### src/rtl/store_queue_pkg.sv
// Shared encodings and default address map for the store path.
// Size codes, exception causes and window bounds are common to the CPU and the queue.
package store_queue_pkg;

    typedef enum logic [1:0] {
        SZ_BYTE  = 2'd0,
        SZ_HALF  = 2'd1,
        SZ_WORD  = 2'd2,
        SZ_DWORD = 2'd3
    } size_e;

    typedef enum logic [1:0] {
        EXC_NONE     = 2'd0,
        EXC_MISALIGN = 2'd1,
        EXC_RANGE    = 2'd2,
        EXC_TPROT    = 2'd3
    } exc_e;

    localparam logic [31:0] DM_START_DEF  = 32'h0000_0000;
    localparam logic [31:0] DM_END_DEF    = 32'h0000_2FFF;
    localparam logic [31:0] T0_START_DEF  = 32'h0000_7F00;
    localparam logic [31:0] T0_END_DEF    = 32'h0000_7F0B;
    localparam logic [31:0] T1_START_DEF  = 32'h0000_7F10;
    localparam logic [31:0] T1_END_DEF    = 32'h0000_7F1B;
    localparam int          COUNT_OFF_DEF = 8;

    // Addresses are carried at 33 bits so a last byte that wraps past 4 GiB never aliases low memory.
    function automatic logic in_window(input logic [32:0] a, input logic [31:0] lo, input logic [31:0] hi);
        return (a >= {1'b0, lo}) && (a <= {1'b0, hi});
    endfunction

endpackage

### src/rtl/store_check.sv
// Combinational store validation and byte-lane formatting.
// Produces the exception cause and the bus-aligned address/byteen/data for one request.
module store_check
    import store_queue_pkg::*;
#(
    parameter int          DATA_W    = 32,
    parameter logic [31:0] DM_START  = DM_START_DEF,
    parameter logic [31:0] DM_END    = DM_END_DEF,
    parameter logic [31:0] T0_START  = T0_START_DEF,
    parameter logic [31:0] T0_END    = T0_END_DEF,
    parameter logic [31:0] T1_START  = T1_START_DEF,
    parameter logic [31:0] T1_END    = T1_END_DEF,
    parameter int          COUNT_OFF = COUNT_OFF_DEF
) (
    input  logic [1:0]          size_i,
    input  logic [31:0]         addr_i,
    input  logic [DATA_W-1:0]   wdata_i,
    output logic                fault_o,
    output logic [1:0]          code_o,
    output logic [31:0]         addr_o,
    output logic [DATA_W/8-1:0] byteen_o,
    output logic [DATA_W-1:0]   wdata_o
);

    localparam int NB = DATA_W / 8;
    localparam int LW = $clog2(NB);
    localparam logic [31:0] T0_CNT = T0_START + 32'(COUNT_OFF);
    localparam logic [31:0] T1_CNT = T1_START + 32'(COUNT_OFF);

    logic [3:0]        nbytes;
    logic [31:0]       size_mask;
    logic [32:0]       first_a;
    logic [32:0]       last_a;
    logic [31:0]       word_addr;
    logic              misalign;
    logic              hit_dm;
    logic              hit_t0;
    logic              hit_t1;
    logic              out_of_range;
    logic              timer_prot;
    logic [LW-1:0]     lane_off;
    logic [NB-1:0]     lane_en;
    logic [DATA_W-1:0] data_masked;

    assign nbytes    = 4'd1 << size_i;
    assign size_mask = {28'd0, nbytes} - 32'd1;
    assign first_a   = {1'b0, addr_i};
    assign last_a    = first_a + {29'd0, nbytes} - 33'd1;
    assign word_addr = {addr_i[31:2], 2'b00};

    assign misalign = (|(addr_i & size_mask)) || ({28'd0, nbytes} > 32'(NB));

    assign hit_dm = in_window(first_a, DM_START, DM_END) && in_window(last_a, DM_START, DM_END);
    assign hit_t0 = in_window(first_a, T0_START, T0_END) && in_window(last_a, T0_START, T0_END);
    assign hit_t1 = in_window(first_a, T1_START, T1_END) && in_window(last_a, T1_START, T1_END);
    assign out_of_range = !(hit_dm || hit_t0 || hit_t1);

    // Timer registers only take full-word writes, and COUNT is never software-writable.
    assign timer_prot = (hit_t0 && ((size_i < SZ_WORD) || (word_addr == T0_CNT))) ||
                        (hit_t1 && ((size_i < SZ_WORD) || (word_addr == T1_CNT)));

    always_comb begin
        code_o = EXC_NONE;
        if (misalign)          code_o = EXC_MISALIGN;
        else if (out_of_range) code_o = EXC_RANGE;
        else if (timer_prot)   code_o = EXC_TPROT;
    end
    assign fault_o = (code_o != EXC_NONE);

    assign lane_off = addr_i[LW-1:0];

    generate
        for (genvar gi = 0; gi < NB; gi++) begin : g_lane
            assign lane_en[gi]            = (32'(gi) < 32'(nbytes));
            assign data_masked[8*gi +: 8] = lane_en[gi] ? wdata_i[8*gi +: 8] : 8'd0;
        end
    endgenerate

    assign addr_o   = {addr_i[31:LW], LW'(0)};
    assign byteen_o = lane_en << lane_off;
    assign wdata_o  = data_masked << {lane_off, 3'b000};

endmodule

### src/rtl/store_queue.sv
// In-order store queue: validates each store, reports faults, buffers clean
// stores as bus-formatted entries and presents the oldest to memory.
module store_queue
    import store_queue_pkg::*;
#(
    parameter int          DATA_W    = 32,
    parameter int          DEPTH     = 4,
    parameter logic [31:0] DM_START  = DM_START_DEF,
    parameter logic [31:0] DM_END    = DM_END_DEF,
    parameter logic [31:0] T0_START  = T0_START_DEF,
    parameter logic [31:0] T0_END    = T0_END_DEF,
    parameter logic [31:0] T1_START  = T1_START_DEF,
    parameter logic [31:0] T1_END    = T1_END_DEF,
    parameter int          COUNT_OFF = COUNT_OFF_DEF
) (
    input  logic                        clk,
    input  logic                        reset_n,
    input  logic                        req_valid,
    output logic                        req_ready,
    input  logic [1:0]                  req_size,
    input  logic [31:0]                 req_addr,
    input  logic [DATA_W-1:0]           req_wdata,
    output logic                        mem_valid,
    input  logic                        mem_ready,
    output logic [31:0]                 mem_addr,
    output logic [DATA_W/8-1:0]         mem_byteen,
    output logic [DATA_W-1:0]           mem_wdata,
    output logic                        exc_valid,
    output logic [1:0]                  exc_code,
    output logic [31:0]                 exc_badvaddr,
    output logic [$clog2(DEPTH):0]      count,
    output logic                        empty
);

    localparam int NB = DATA_W / 8;
    localparam int PW = $clog2(DEPTH);
    localparam int CW = PW + 1;

    logic [31:0]       addr_mem [DEPTH];
    logic [NB-1:0]     be_mem   [DEPTH];
    logic [DATA_W-1:0] data_mem [DEPTH];

    logic [PW-1:0] head_q, head_d;
    logic [PW-1:0] tail_q, tail_d;
    logic [CW-1:0] count_q, count_d;
    logic          ready_q;
    logic          exc_valid_q;
    logic [1:0]    exc_code_q;
    logic [31:0]   exc_badvaddr_q;

    logic              chk_fault;
    logic [1:0]        chk_code;
    logic [31:0]       chk_addr;
    logic [NB-1:0]     chk_byteen;
    logic [DATA_W-1:0] chk_wdata;
    logic              accept;
    logic              push;
    logic              pop;

    store_check #(
        .DATA_W   (DATA_W),
        .DM_START (DM_START),
        .DM_END   (DM_END),
        .T0_START (T0_START),
        .T0_END   (T0_END),
        .T1_START (T1_START),
        .T1_END   (T1_END),
        .COUNT_OFF(COUNT_OFF)
    ) u_check (
        .size_i  (req_size),
        .addr_i  (req_addr),
        .wdata_i (req_wdata),
        .fault_o (chk_fault),
        .code_o  (chk_code),
        .addr_o  (chk_addr),
        .byteen_o(chk_byteen),
        .wdata_o (chk_wdata)
    );

    // ready_q holds req_ready low during reset and through the release edge.
    assign req_ready = ready_q && (count_q != CW'(DEPTH));
    assign empty     = (count_q == '0);
    assign mem_valid = !empty;
    assign accept    = req_valid && req_ready;
    assign push      = accept && !chk_fault;
    assign pop       = mem_valid && mem_ready;

    always_comb begin
        head_d  = head_q;
        tail_d  = tail_q;
        count_d = count_q;
        if (push) tail_d = tail_q + PW'(1);
        if (pop)  head_d = head_q + PW'(1);
        case ({push, pop})
            2'b10:   count_d = count_q + CW'(1);
            2'b01:   count_d = count_q - CW'(1);
            default: count_d = count_q;
        endcase
    end

    always_ff @(posedge clk or negedge reset_n) begin
        if (!reset_n) begin
            head_q         <= '0;
            tail_q         <= '0;
            count_q        <= '0;
            ready_q        <= 1'b0;
            exc_valid_q    <= 1'b0;
            exc_code_q     <= '0;
            exc_badvaddr_q <= '0;
        end else begin
            head_q      <= head_d;
            tail_q      <= tail_d;
            count_q     <= count_d;
            ready_q     <= 1'b1;
            exc_valid_q <= accept && chk_fault;
            if (accept && chk_fault) begin
                exc_code_q     <= chk_code;
                exc_badvaddr_q <= req_addr;
            end
        end
    end

    // Entry storage needs no reset: the pointers alone decide what is valid.
    always_ff @(posedge clk) begin
        if (push) begin
            addr_mem[tail_q] <= chk_addr;
            be_mem[tail_q]   <= chk_byteen;
            data_mem[tail_q] <= chk_wdata;
        end
    end

    assign mem_addr     = mem_valid ? addr_mem[head_q] : '0;
    assign mem_byteen   = mem_valid ? be_mem[head_q]   : '0;
    assign mem_wdata    = mem_valid ? data_mem[head_q] : '0;
    assign exc_valid    = exc_valid_q;
    assign exc_code     = exc_code_q;
    assign exc_badvaddr = exc_badvaddr_q;
    assign count        = count_q;

endmodule

### config.mk
export PLATFORM = sky130hd
export DESIGN_NAME = store_queue
export DESIGN_NICKNAME = d
export VERILOG_FILES = /design/src/rtl/store_queue_pkg.sv /design/src/rtl/store_check.sv /design/src/rtl/store_queue.sv
export SDC_FILE = /design/constraint.sdc
export NUM_CORES = 1
export LEC_CHECK = 0
export ABC_AREA = 1
export CORE_MARGIN = 2
export CORE_UTILIZATION = 32
export DETAILED_ROUTE_END_ITERATION = 6
export SETUP_SLACK_MARGIN = 0.15
export SKIP_LAST_GASP = 1
export SLEW_MARGIN = 20
export SYNTH_ARGS = -nofsm -noshare
export SYNTH_HDL_FRONTEND = slang
export SYNTH_SLANG_ARGS = --single-unit
export TNS_END_PERCENT = 5
### constraint.sdc
create_clock -name clk -period 5.7 [get_ports clk]
set_input_delay 1.14 -clock clk [delete_from_list [all_inputs] [get_ports clk]]
set_output_delay 1.14 -clock clk [all_outputs]
set_load 0.02 [all_outputs]
==> results.txt <==
largest net degree at the start of global routing - 84
final setup vio count - 0
maximum VDD drop - 0.151 mV
Critical Path RT - 6.11 ns
CTS tree - done
clk buf depth - 3
TritonCTS buffer count - 35
Cells after DPL - 2830
Via-to-Cell Ratio - 4.84
worst reg2reg path startpoint - count[0]
main flop type after synthesis - edfxtp_1
port bufs - 176
detailed-route wire length - 53200 um
Rel. slew slack - 35.4%
DP Wirelength - 38200 um
Core Rows - 83
hold depth - 2
clock latency on the worst-skew pair - 0.55 ns
synth cell count leaders - nand2_1, nor2_1, edfxtp_1, inv_1, o21ai_0
Root Driver - clkbuf_16
Async SR Flop Fraction - 14.0%
Critical Path Fanout Max - 5
Sw Ratio - 25.5%
Unique masters post-synth - 42
Routed Antenna Nets - 0
largest area contributor in the netlist - edfxtp_1
synth warn - 0
Die Y - 231 um
Cell Int Power - 0.00414 W
FF-to-FF setup slack - 3.13 ns
initial DRC count - 1114
aggregate global-route resource usage - 19.6%
Clock power frac - 40.3%
cell leakage power - 8.82 nW
most frequent cell after synthesis - nand2_1
Crit path top cell by count - nand2_1
Final Hold Viols - 0
Hold EP - exc_badvaddr[0]
startpoint types - primary input
clk_skew - 0.0272 ns
NetSw - 0.00142 W
post-synthesis sequential area ratio - 54.4%
Worst EP arrival - 5.52 ns
routed len/inst - 18.3 um
Yosys reg bits - 307
TritonRoute pass-1 iters - 7
slowest CP cell - clkdlybuf4s50_1
Remaining Overflow, GRT - 0
initial antenna violation count - 3
Post-synth EDFFs - 264
nets@finish - 2322
Area contributors post-synth - edfxtp_1, nand2_1, nor2_1
Max Cap Viol - 0
Final TNS setup - 0 ns
Reg-to-Reg End - count[1]
Post-Syn Area - 0.0166 sq mm
Slew @ Worst Pin - 0.969 ns
Post-DP Area - 0.0200 sq mm
P per Cell Area - 263 mW/mm^2
min cycle time layout - 5.11 ns
Ports - 179
Post-Synthesis Cells - 1936
fmax - 196 MHz
HP Start - exc_badvaddr[0]
Non-Filler Instances - 2898
CP Capture Type - register
clock-pin slew on the worst setup and hold paths - 0.06 ns
CP Class - in -> reg
H-tree depth - 2
vias - 14000
Die Footprint - 0.0536 sq mm
number of global-route vias before repair - 13600
reg2reg path depth - 10
Die X - 231 um
clk sink count - 307
layout cells sized above 1 - 9.85%
Hold Crit Class - reg -> reg
Initial Util - 32.3%
Flop pwr share - 44.9%
first-pass GRT wire length - 80400 um
combinational fraction of design power - 14.8%
GPL Wtd Cong - 0.900
final instance area - 0.0212 sq mm
unrepaired setup endpoints after global routing - no
area growth from synthesis to final layout - 28.0%
Slew Viols, Final - 0
Avg Cell Area, Syn - 8.55 sq um
crit-path max cell delay - 0.48 ns
status - finished clean
period utilization - 89.7%
core region area - 0.0512 sq mm
share of the synthesized area in the top cell type - 47.9%
# DRC - 0
## power by group through the flow
stage               clock network [W]  logic [W]  registers (W)
floorplan                           0   0.000401        0.00258
detailed placement                  0   0.000810        0.00254
global placement                    0   0.000806        0.00254
finish                        0.00224   0.000823        0.00250
global route                  0.00238   0.000908        0.00250
CTS                           0.00230   0.000815        0.00250
## per-layer routing
metal	up-vias	global-route usage, %	wire [um]
met5	-	0	0
met1	6611	26.1	23300
li1	6910	-	-
met3	58	3.31	3320
met4	0	4.19	875
met2	451	33.5	25600
## worst max-delay path, delay by kind of cell
kind                     cells  cell delay (ns)
AND/OR/NAND/NOR             17             1.97
XOR/XNOR                     1             0.14
buffers and inverters        4             0.68
AO/OA/AOI/OAI                3             0.33
adder cells (fa/ha/maj)      4             1.25
## cell usage in the layout (no fill, tap or decap), drive strengths merged, types with 2 or more instances in the layout
master           n
and2             4
clkbuf          51
inv            204
fa               2
nor3            15
or2              2
clkdlybuf4s50  174
a21oi           97
buf            111
o211ai           2
bufinv           2
a31oi            3
ha              62
xnor2            3
o21ai          153
conb             3
dfrtp           43
nor2           382
a22oi            2
clkinv          14
nand2          447
and3             2
nand3          103
edfxtp         264
nand3b           5
nand4           25
diode            4
o221ai          16
xor2            10
o21bai           6
## sequential cells by signal, summed over array words and instances, names as in the netlist
register,cells
exc_valid,1
count,3
head_q,2
tail_q,2
exc_badvaddr,32
exc_code,2
data_mem,128
ready_q,1
be_mem,16
addr_mem,120
## cell families (layout without fill, tap and decap cells)
group / Yosys count / in the layout / synth area share (%)
and+or+nand+nor: 986 / 986 / 24.2
DFF: 307 / 307 / 54.4
AOI/OAI and AO/OA: 283 / 283 / 9.18
buffers and inverters: 281 / 558 / 6.58
adders and majority gates: 64 / 64 / 4.93
xor gates and xnor gates: 13 / 13 / 0.688
other: 2 / 7 / 0.0454
## cell type report
class	count	area, sq um
multi-input combinational	1349	6630
inverter	209	788
fill	4950	30000
clock inverter	12	120
sequential	307	9010
antenna	4	10.0
tap	680	851
timing repair buffer	286	2760
clock buffer	51	1030
## worst max-delay path by stage
stage | start | cells past startpoint | end
2_1_floorplan | req_addr[1] | 27 | addr_mem[1][0]
3_3_place_gp | req_size[1] | 31 | count[2]
3_5_place_dp | req_size[1] | 30 | count[2]
4_1_cts | req_size[1] | 30 | count[2]
5_1_grt | req_size[0] | 32 | count[2]
6_report | req_size[0] | 29 | count[2]
## per-stage QoR
step / total power (W) / worst slack, ns / util, % / hold slack [ns]
CTS: 0.00561 / 0.353 / 41.3 / 0.476
detailed placement: 0.00335 / -0.187 / 39.1 / 0.462
finish: 0.00556 / 0.588 / 41.4 / 0.473
global placement: 0.00335 / -0.183 / 39.1 / 0.463
global route: 0.00579 / 0.161 / 41.4 / 0.497
floorplan: 0.00298 / -0.221 / - / 0.498
## repair_timing
action                                  in CTS  in global routing
buffers inserted                             0                  1
hold buffers                                 0                  0
resized for setup                            0                 11
hold endpoints to repair                     0                  0
endpoints found under the setup margin       0                  2
Power figures use the tool's default switching activity.
